===== src/rtl/pc_select_reg.sv =====
// Fetch-stage next-PC selector with the PC register and a one-deep redirect buffer for stalls.
// Optional PC_ALIGN_CHECK_EN: misaligned targets (bits [1:0] != 0) are rejected like an illegal select.
module pc_select_reg #(
  parameter int               WIDTH     = 32,
  parameter int               NUM_IN    = 4,
  parameter int               SEL_W     = 2,
  parameter logic [WIDTH-1:0] RESET_VEC = WIDTH'(32'h00400030)
) (
  input  logic                    clk,
  input  logic                    rst_n,
  input  logic [NUM_IN*WIDTH-1:0] in_flat,
  input  logic [SEL_W-1:0]        sel,
  input  logic                    redir_req,
  input  logic                    stall,
  output logic [WIDTH-1:0]        pc_out,
  output logic                    pc_valid,
  output logic                    redir_pending,
  output logic                    sel_err
);

  localparam int               NSLOT = 2**SEL_W;
  localparam logic [SEL_W:0]   NUM_L = (SEL_W+1)'(NUM_IN);

  typedef struct packed {
    logic             vld;
    logic [WIDTH-1:0] tgt;
  } pend_t;

  // Pad the source table to every encodable select so sel can index it without range issues.
  logic [NSLOT-1:0][WIDTH-1:0] src;
  for (genvar k = 0; k < NSLOT; k++) begin : g_src
    if (k < NUM_IN) begin : g_live
      assign src[k] = in_flat[k*WIDTH +: WIDTH];
    end else begin : g_pad
      assign src[k] = '0;
    end
  end

  logic [WIDTH-1:0] pc_q, pc_nxt, tgt;
  pend_t            pend_q, pend_nxt;
  logic             sel_ok, tgt_ok, seq_ok, err_nxt;

  always_comb begin
    pc_nxt   = pc_q;
    pend_nxt = pend_q;
    err_nxt  = 1'b0;
    tgt      = src[sel];
    sel_ok   = {1'b0, sel} < NUM_L;
`ifdef PC_ALIGN_CHECK_EN
    tgt_ok   = (tgt[1:0] == 2'b00);
    seq_ok   = (src[0][1:0] == 2'b00);
`else
    tgt_ok   = 1'b1;
    seq_ok   = 1'b1;
`endif
    if (redir_req && !(sel_ok && tgt_ok)) begin
      err_nxt = 1'b1;
    end else if (redir_req) begin
      // A live redirect always supersedes whatever was buffered.
      if (stall) begin
        pend_nxt.vld = 1'b1;
        pend_nxt.tgt = tgt;
      end else begin
        pc_nxt       = tgt;
        pend_nxt.vld = 1'b0;
      end
    end else if (!stall) begin
      if (pend_q.vld) begin
        pc_nxt       = pend_q.tgt;
        pend_nxt.vld = 1'b0;
      end else if (seq_ok) begin
        pc_nxt = src[0];
      end else begin
        err_nxt = 1'b1;
      end
    end
  end

  always_ff @(posedge clk) begin
    if (!rst_n) begin
      pc_q     <= RESET_VEC;
      pend_q   <= '0;
      pc_valid <= 1'b0;
      sel_err  <= 1'b0;
    end else begin
      pc_q     <= pc_nxt;
      pend_q   <= pend_nxt;
      pc_valid <= 1'b1;
      sel_err  <= err_nxt;
    end
  end

  assign pc_out        = pc_q;
  assign redir_pending = pend_q.vld;

endmodule


===== config.mk =====
export PLATFORM = sky130hd
export DESIGN_NAME = pc_select_reg
export DESIGN_NICKNAME = d
export VERILOG_FILES = /design/src/rtl/pc_select_reg.sv
export SDC_FILE = /design/constraint.sdc
export NUM_CORES = 1
export LEC_CHECK = 0
export BUFFER_PORTS_ARGS = -buffer_cell sky130_fd_sc_hd__buf_4
export CORE_ASPECT_RATIO = 0.5
export CORE_MARGIN = 4
export CORE_UTILIZATION = 49
export DETAILED_ROUTE_END_ITERATION = 10
export GPL_ROUTABILITY_DRIVEN = 0
export PLACE_DENSITY = 0.81
export SLEW_MARGIN = 0
export SYNTH_ARGS = -nofsm -noshare
export SYNTH_HDL_FRONTEND = slang
export SYNTH_SLANG_ARGS = --single-unit

===== constraint.sdc =====
create_clock -name clk -period 1.7 [get_ports clk]
set_input_delay 0.085 -clock clk [delete_from_list [all_inputs] [get_ports clk]]
set_output_delay 0.085 -clock clk [all_outputs]
set_load 0.02 [all_outputs]

==> impl_metrics.env, run 1 <==
export IMPL_port_buffer_count=167
export IMPL_synth_simple_gate_area_share_pct=14.2
export IMPL_postSynth_asyncResetShare_pct=0
export IMPL_cap_violations=0
export IMPL_drt_wl_total_um=11800
export IMPL_power_density_cell_area_mw_per_mm2=800
export IMPL_syn_area_mm2=0.00407
export IMPL_synth_enable_flop_cells=0
export IMPL_postSynthAreaPerCell_um2=9.71
export IMPL_post_dp_hpwl_um=8230
export IMPL_maximum_number_of_pins_on_one_net_before_global_route_repair=34
export IMPL_synth_net_count=553
export IMPL_core_area_mm2=0.00803
export IMPL_route_detailed_vias_per_inst=5.78
export IMPL_critical_path_endpoint_type="flop"
export IMPL_timing_slew_headroom_pct=59.7
export IMPL_synth_mux_area_fraction_pct=19.7
export IMPL_report_power_total_mw=4.46
export IMPL_synth_flop_cell="dfxtp_1"
export IMPL_die_width_um=137
export IMPL_timing_max_transition_violations_final=0
export IMPL_postSynthCellCount=419
export IMPL_cts_path_max_buffers=2
export IMPL_final_total_negative_setup_slack_ps=0
export IMPL_tritoncts_sink_count=66
export IMPL_critical_path_required_ps=1920
export IMPL_beginning_of_the_critical_path="redir_pending"
export IMPL_gr_total_overflow=0
export IMPL_max_clock_freq_ghz=0.750
export IMPL_timing_hold_violations_final=0
export IMPL_n_fill_cell=659
export IMPL_drive_above_1_share_pct=37.5
export IMPL_hold_path_class="input port to flop"
export IMPL_vdd_ir_drop_worst_mv=0.576
export IMPL_post_drt_wl_per_cell_um=17.2
export IMPL_cts_made_buffers=9
export IMPL_initial_core_utilization_pct=50.6
export IMPL_postSynthRegisterBits=66
export IMPL_rr_startpoint="redir_pending"
export IMPL_yosys_cell_types_count=30
export IMPL_die_area_mm2=0.00991
export IMPL_grt_first_pass_wirelength_um=18500
export IMPL_finalInstanceArea_mm2=0.00558
export IMPL_synth_compound_area_share_pct=25.9
export IMPL_number_of_antenna_violations_at_the_first_check_in_global_routing=0
export IMPL_post_route_core_utilization_pct=69.5
export IMPL_period_share_pct=78.5
export IMPL_route_vias_total=3965
export IMPL_final_nets=703
export IMPL_drc=0
export IMPL_period_needed_ps=1330
export IMPL_tightest_slew_ps=604
export IMPL_total_track_usage_pct=23.2
export IMPL_antenna_left=0
export IMPL_combinational_family_with_the_most_area_after_synthesis="compound AO/OA/AOI/OAI gates"
export IMPL_row_count=23
export IMPL_root_buffer="clkbuf_16"
export IMPL_detailed_route_iter0_violations=207
export IMPL_critical_path_peak_fanout=29
export IMPL_timing_critical_path_from_type="flop"
export IMPL_cp_arrival_ps=1560
export IMPL_post_cts_repair_setup_buffers=0
export IMPL_die_height_um=72.4
export IMPL_post_synth_xor_area_fraction_pct=0
export IMPL_depth_of_the_cts_h_tree=3
export IMPL_synth_adder_area_share_pct=0
export IMPL_first_pass_iters=6
export IMPL_holdCritStartpoint="stall"
export IMPL_timing_final_setup_violations=0
export IMPL_dpl_cell_area_mm2=0.00530
export IMPL_clock_latency_ps=330
export IMPL_status="completed"
export IMPL_clock_tree_from_tritoncts="built"
export IMPL_yosysWarningCount=0
export IMPL_sequential_fraction_of_the_synthesis_area_pct=32.5
export IMPL_rsz_0062_raised_after_global_routing="no"
export IMPL_worst_slack_ps=366
export IMPL_io_pins=169
export IMPL_via_count_of_the_first_global_routing_pass=3964
export IMPL_finalClockSkew_ps=6.03
export IMPL_post_place_ws_ps=288
export IMPL_antenna_diode_count=0
export IMPL_areaGrowthSynthToFinish_pct=37.3
export IMPL_static_leakage_power_nw=2.56
export IMPL_clk_pin_slew_ps=50
export IMPL_crit_type="flop to flop"
-- placed cells by master, fill, tap and decap left out, types with 7 or more instances in the layout --
cell type and instances:
a32o_1 51, o21ai_1 7, mux2i_1 61, clkbuf_16 9
nor2b_1 28, a22oi_1 25, nand2_1 46, mux2_2 13
nand2b_1 23, buf_4 177, a211o_1 29, a21oi_1 7
dfxtp_1 65
-- per-stage QoR --
step / std cells / hold WS [ps]
floorplan: 419 / 113
detailed placement: 669 / 256
finish: 686 / 94.4
global route: 686 / 107
global placement: 669 / 251
CTS: 686 / 76.8
-- final timing paths --
check | slack [ps] | end | depth (start not counted)
setup / recovery | 370 | pc_out[19] | 4
hold / removal | 90 | pc_out[5] | 3
setup reg to reg | 370 | pc_out[19] | 4
hold reg to reg | 450 | pend_q[23] | 2
-- layout make-up --
| type | instances | area [um^2] | share of cell area (%) |
|---|---|---|---|
| flip-flops and latches | 66 | 1320 | 23.7 |
| clock buffers | 13 | 250 | 4.48 |
| repair buffers | 181 | 1400 | 25.1 |
| well taps | 112 | 140 | 2.51 |
| multi-input cells | 311 | 2460 | 44.0 |
| clock inverters | 3 | 15.0 | 0.269 |
-- synth_stat cells (all sizes together) (7+ instances only) --
master  instances  area share, %
nand2          46            4.2
buf            35            6.9
dfxtp          66             32
a32o           51             13
nand2b         23            3.5
clkbuf          7           0.74
a21oi           7           0.86
o21ai          10            1.2
mux2           16            4.7
mux2i          61             15
nor2b          30            4.6
a211o          29            6.2
a22oi          25            4.6
-- report_power, final --
group          switching (mW)  total, mW  internal [mW]
Clock                   0.643       1.66           1.02
Combinational           0.508       1.08          0.574
Sequential             0.0596       1.72           1.66
-- cells by family (layout without fill, tap and decap cells) --
logic type,count (synthesis),count (layout)
compound gates,124,124
simple gates,109,109
other cells,1,1
buf+inv,42,197
flops,66,66
mux,77,77
-- sequential cells by signal (all words and copies together) (netlist names) --
| signal | count |
|---|---|
| pc_valid | 1 |
| pend_q | 32 |
| pc_out | 32 |
| redir_pending | 1 |
-- layer usage --
metal  global-route usage (%)  wire length [um]  part of all wire (%)  up-vias
li1                         -                 -                     -     1896
met1                     27.4              4750                    40     1916
met2                     41.5              5950                    51      134
met3                     5.61               861                   7.3       19
met4                     7.96               215                   1.8        0
met5                        0                 0                     0        -
-- worst max-delay path: stages (launching register included) --
cell	delay, ps
dfxtp_2	350
buf_4	310
nor2b_1	90
a211o_1	240
a32o_1	240
-- repair_timing --
| item | in CTS | in global routing |
|---|---|---|
| resized for setup | 0 | 1 |
| hold buffers | 1 | 0 |
| hold endpoints to repair | 4 | 0 |
| setup endpoints to repair | 0 | 22 |
Power figures use the tool's default switching activity.
==> run 2, diff against run 1 <==
Settings changed: ABC_AREA set to 1.
Clock period 1.7 ns to 1.4 ns, I/O delays scaled along.
==> run 2 against run 1 <==
Net effect: cell count increased by 40%; hold slack got worse by 34 ps; utilization increased by 0.36 points; cell area increased by 0.16%; register-to-register slack got worse by 120 ps; non-clock buffer count increased by 6; clock power increased by 32%; critical endpoint is now redir_pending; largest cell class unchanged; largest power group is now the clock network.
==> impl_metrics.env, run 2 <==
export IMPL_power_combinational_fraction_pct=23.2
export IMPL_power_clock_fraction_pct=39.3
export IMPL_critical_path_required_ps=1330
export IMPL_crit_type="flop to primary output"
export IMPL_final_nets=980
export IMPL_drive_above_1_share_pct=24.1
export IMPL_period_share_pct=91.8
export IMPL_gr_total_overflow=0
export IMPL_multi_input_area_mm2=0.00227
export IMPL_clk_pin_slew_ps=60
export IMPL_timing_hold_violations_final=0
export IMPL_period_needed_ps=1280
export IMPL_p_int_mw=3.98
export IMPL_core_area_mm2=0.00800
export IMPL_initial_core_utilization_pct=50.4
export IMPL_cpMostUsedCell="buf_4"
export IMPL_max_clock_freq_ghz=0.778
export IMPL_via_count_of_the_first_global_routing_pass=4688
export IMPL_postSynth_asyncResetShare_pct=0
export IMPL_critical_path_slowest_cell="dfxtp_1"
export IMPL_cp_arrival_ps=1210
export IMPL_post_drt_wl_per_cell_um=13.6
export IMPL_die_width_um=136
export IMPL_yosysMostFrequentCell="nand2_1"
export IMPL_synthTopCellsByCount="nand2_1, nand3_1, dfxtp_1, a21oi_1, inv_1"
export IMPL_cts_resized=0
export IMPL_row_count=23
export IMPL_critical_path_max_stage_delay_ps=350
export IMPL_route_vias_total=4927
export IMPL_dpl_cell_area_mm2=0.00530
export IMPL_switching_share_pct=28.6
export IMPL_areaGrowthSynthToFinish_pct=38.6
export IMPL_grt_first_pass_wirelength_um=21600
export IMPL_synth_enable_flop_cells=0
export IMPL_cts_hold_repair_buffers=0
export IMPL_power_net_switching_mw=1.60
export IMPL_postSynthAreaPerCell_um2=5.77
export IMPL_route_detailed_vias_per_inst=5.12
export IMPL_synth_top_cell_area_share_pct=35.1
export IMPL_io_pins=169
export IMPL_synth_flop_cell="dfxtp_1"
export IMPL_cts_made_buffers=9
export IMPL_first_pass_iters=4
export IMPL_finalInstanceArea_mm2=0.00559
export IMPL_sequential_cell_area_mm2=0.00132
export IMPL_postSynthRegisterBits=66
export IMPL_syn_area_mm2=0.00404
export IMPL_cap_violations=0
export IMPL_die_area_mm2=0.00984
export IMPL_critical_path_endpoint_type="primary output"
export IMPL_fin_worst_hold_slack_ps=59.9
export IMPL_post_cts_repair_setup_buffers=0
export IMPL_clock_tree_from_tritoncts="built"
export IMPL_yosys_cell_types_count=15
export IMPL_detailed_route_iter0_violations=307
export IMPL_n_fill_cell=743
export IMPL_antenna_left=0
export IMPL_drc=0
export IMPL_min_delay_path_depth=3
export IMPL_yosysWarningCount=0
export IMPL_clock_latency_ps=330
export IMPL_timing_critical_path_from_type="flop"
export IMPL_port_buffer_count=167
export IMPL_timing_max_transition_violations_final=0
export IMPL_root_buffer="clkbuf_16"
export IMPL_rsz_0062_raised_after_global_routing="no"
export IMPL_timing_final_setup_violations=0
export IMPL_cts_path_max_buffers=2
export IMPL_share_seq_of_total_power_pct=37.5
export IMPL_vdd_ir_drop_worst_mv=0.712
export IMPL_die_height_um=72.2
export IMPL_tritoncts_sink_count=66
export IMPL_postSynthCellCount=699
export IMPL_synth_net_count=833
export IMPL_post_dp_hpwl_um=9490
export IMPL_status="completed"
export IMPL_commonest_non_fill_non_tap_cell_in_the_layout="nand2_1"
export IMPL_depth_of_the_cts_h_tree=3
export IMPL_antenna_diode_count=0
export IMPL_final_total_negative_setup_slack_ps=0
export IMPL_number_of_antenna_violations_at_the_first_check_in_global_routing=0
export IMPL_post_route_core_utilization_pct=69.9
export IMPL_netlist_top_cells_area="nand2_1, dfxtp_1, nand3_1"
export IMPL_cell_by_cell_trace_of_the_critical_path="buf_4, buf_4"
export IMPL_final_cell_mix="nand2_1, buf_4, nand3_1"
export IMPL_maximum_number_of_pins_on_one_net_before_global_route_repair=41
export IMPL_worstRegToRegCells=7
export IMPL_hold_path_class="input port to flop"
export IMPL_report_power_total_mw=5.58
export IMPL_total_track_usage_pct=27.0
export IMPL_synth_top_cell_by_area="nand2_1"
export IMPL_critical_path_peak_fanout=25
export IMPL_static_leakage_power_nw=3.04
export IMPL_finalClockSkew_ps=3.09
export IMPL_power_density_cell_area_mw_per_mm2=998
export IMPL_sequential_fraction_of_the_synthesis_area_pct=32.7
export IMPL_drt_wl_total_um=13100
run 2: cell count changes in the layout (fill, tap and decap cells not counted), moves of 28 or more:
cell / change
a211o_1: -29
a21oi_1: +35
a32o_1: -51
mux2i_1: -61
nand2_1: +331
nand3_1: +93
nor2b_1: -28
run 2: power by group through the flow:
stage | logic, mW | clock network [mW] | registers (mW)
2_1_floorplan | 0.637 | 0 | 2.21
3_3_place_gp | 1.26 | 0 | 2.12
3_5_place_dp | 1.29 | 0 | 2.13
4_1_cts | 1.29 | 2.23 | 2.09
5_1_grt | 1.44 | 2.30 | 2.11
6_report | 1.29 | 2.19 | 2.09
run 2: final timing paths:
path                  from             to  slack [ps]
max          redir_pending  redir_pending         120
min                  stall      pc_out[4]          60
max reg2reg  redir_pending     pc_out[12]         250
min reg2reg     pc_out[17]     pc_out[17]         450
run 2: worst max-delay path: cells and delay by family, from the launching register on:
kind	cells	cell delay, ps
buf+inv	2	530
flops	1	350
run 2: metrics by stage:
step,setup slack (ps),instances
final,115,963
after global routing,48.1,963
after CTS,105,963
after detailed placement,179,947
after global placement,228,947
after floorplan,164,699
run 2: layout make-up:
class                   count  share of cell area (%)
multi-input cells         546                    40.5
repair buffers            187                    25.8
flip-flops and latches     66                    23.6
clock buffers              11                    4.16
well taps                 112                    2.51
inverters                  36                    2.42
clock inverters             5                   0.985
run 2: cell families (layout without fill, tap and decap cells):
logic type / count (synthesis) / count (layout) / share of synthesized area [%]
and+or+nand+nor: 471 / 471 / 46.9
buffers and inverters: 87 / 239 / 11.1
other: 1 / 1 / 0.0929
AOI/OAI and AO/OA: 74 / 74 / 9.18
DFF: 66 / 66 / 32.7
run 2: metal layers:
layer / routed length, um / global-route usage [%]
met1: 5700 / 34.3
met2: 6140 / 45.6
met3: 1120 / 6.93
met4: 175 / 8.16
met5: 0 / 0
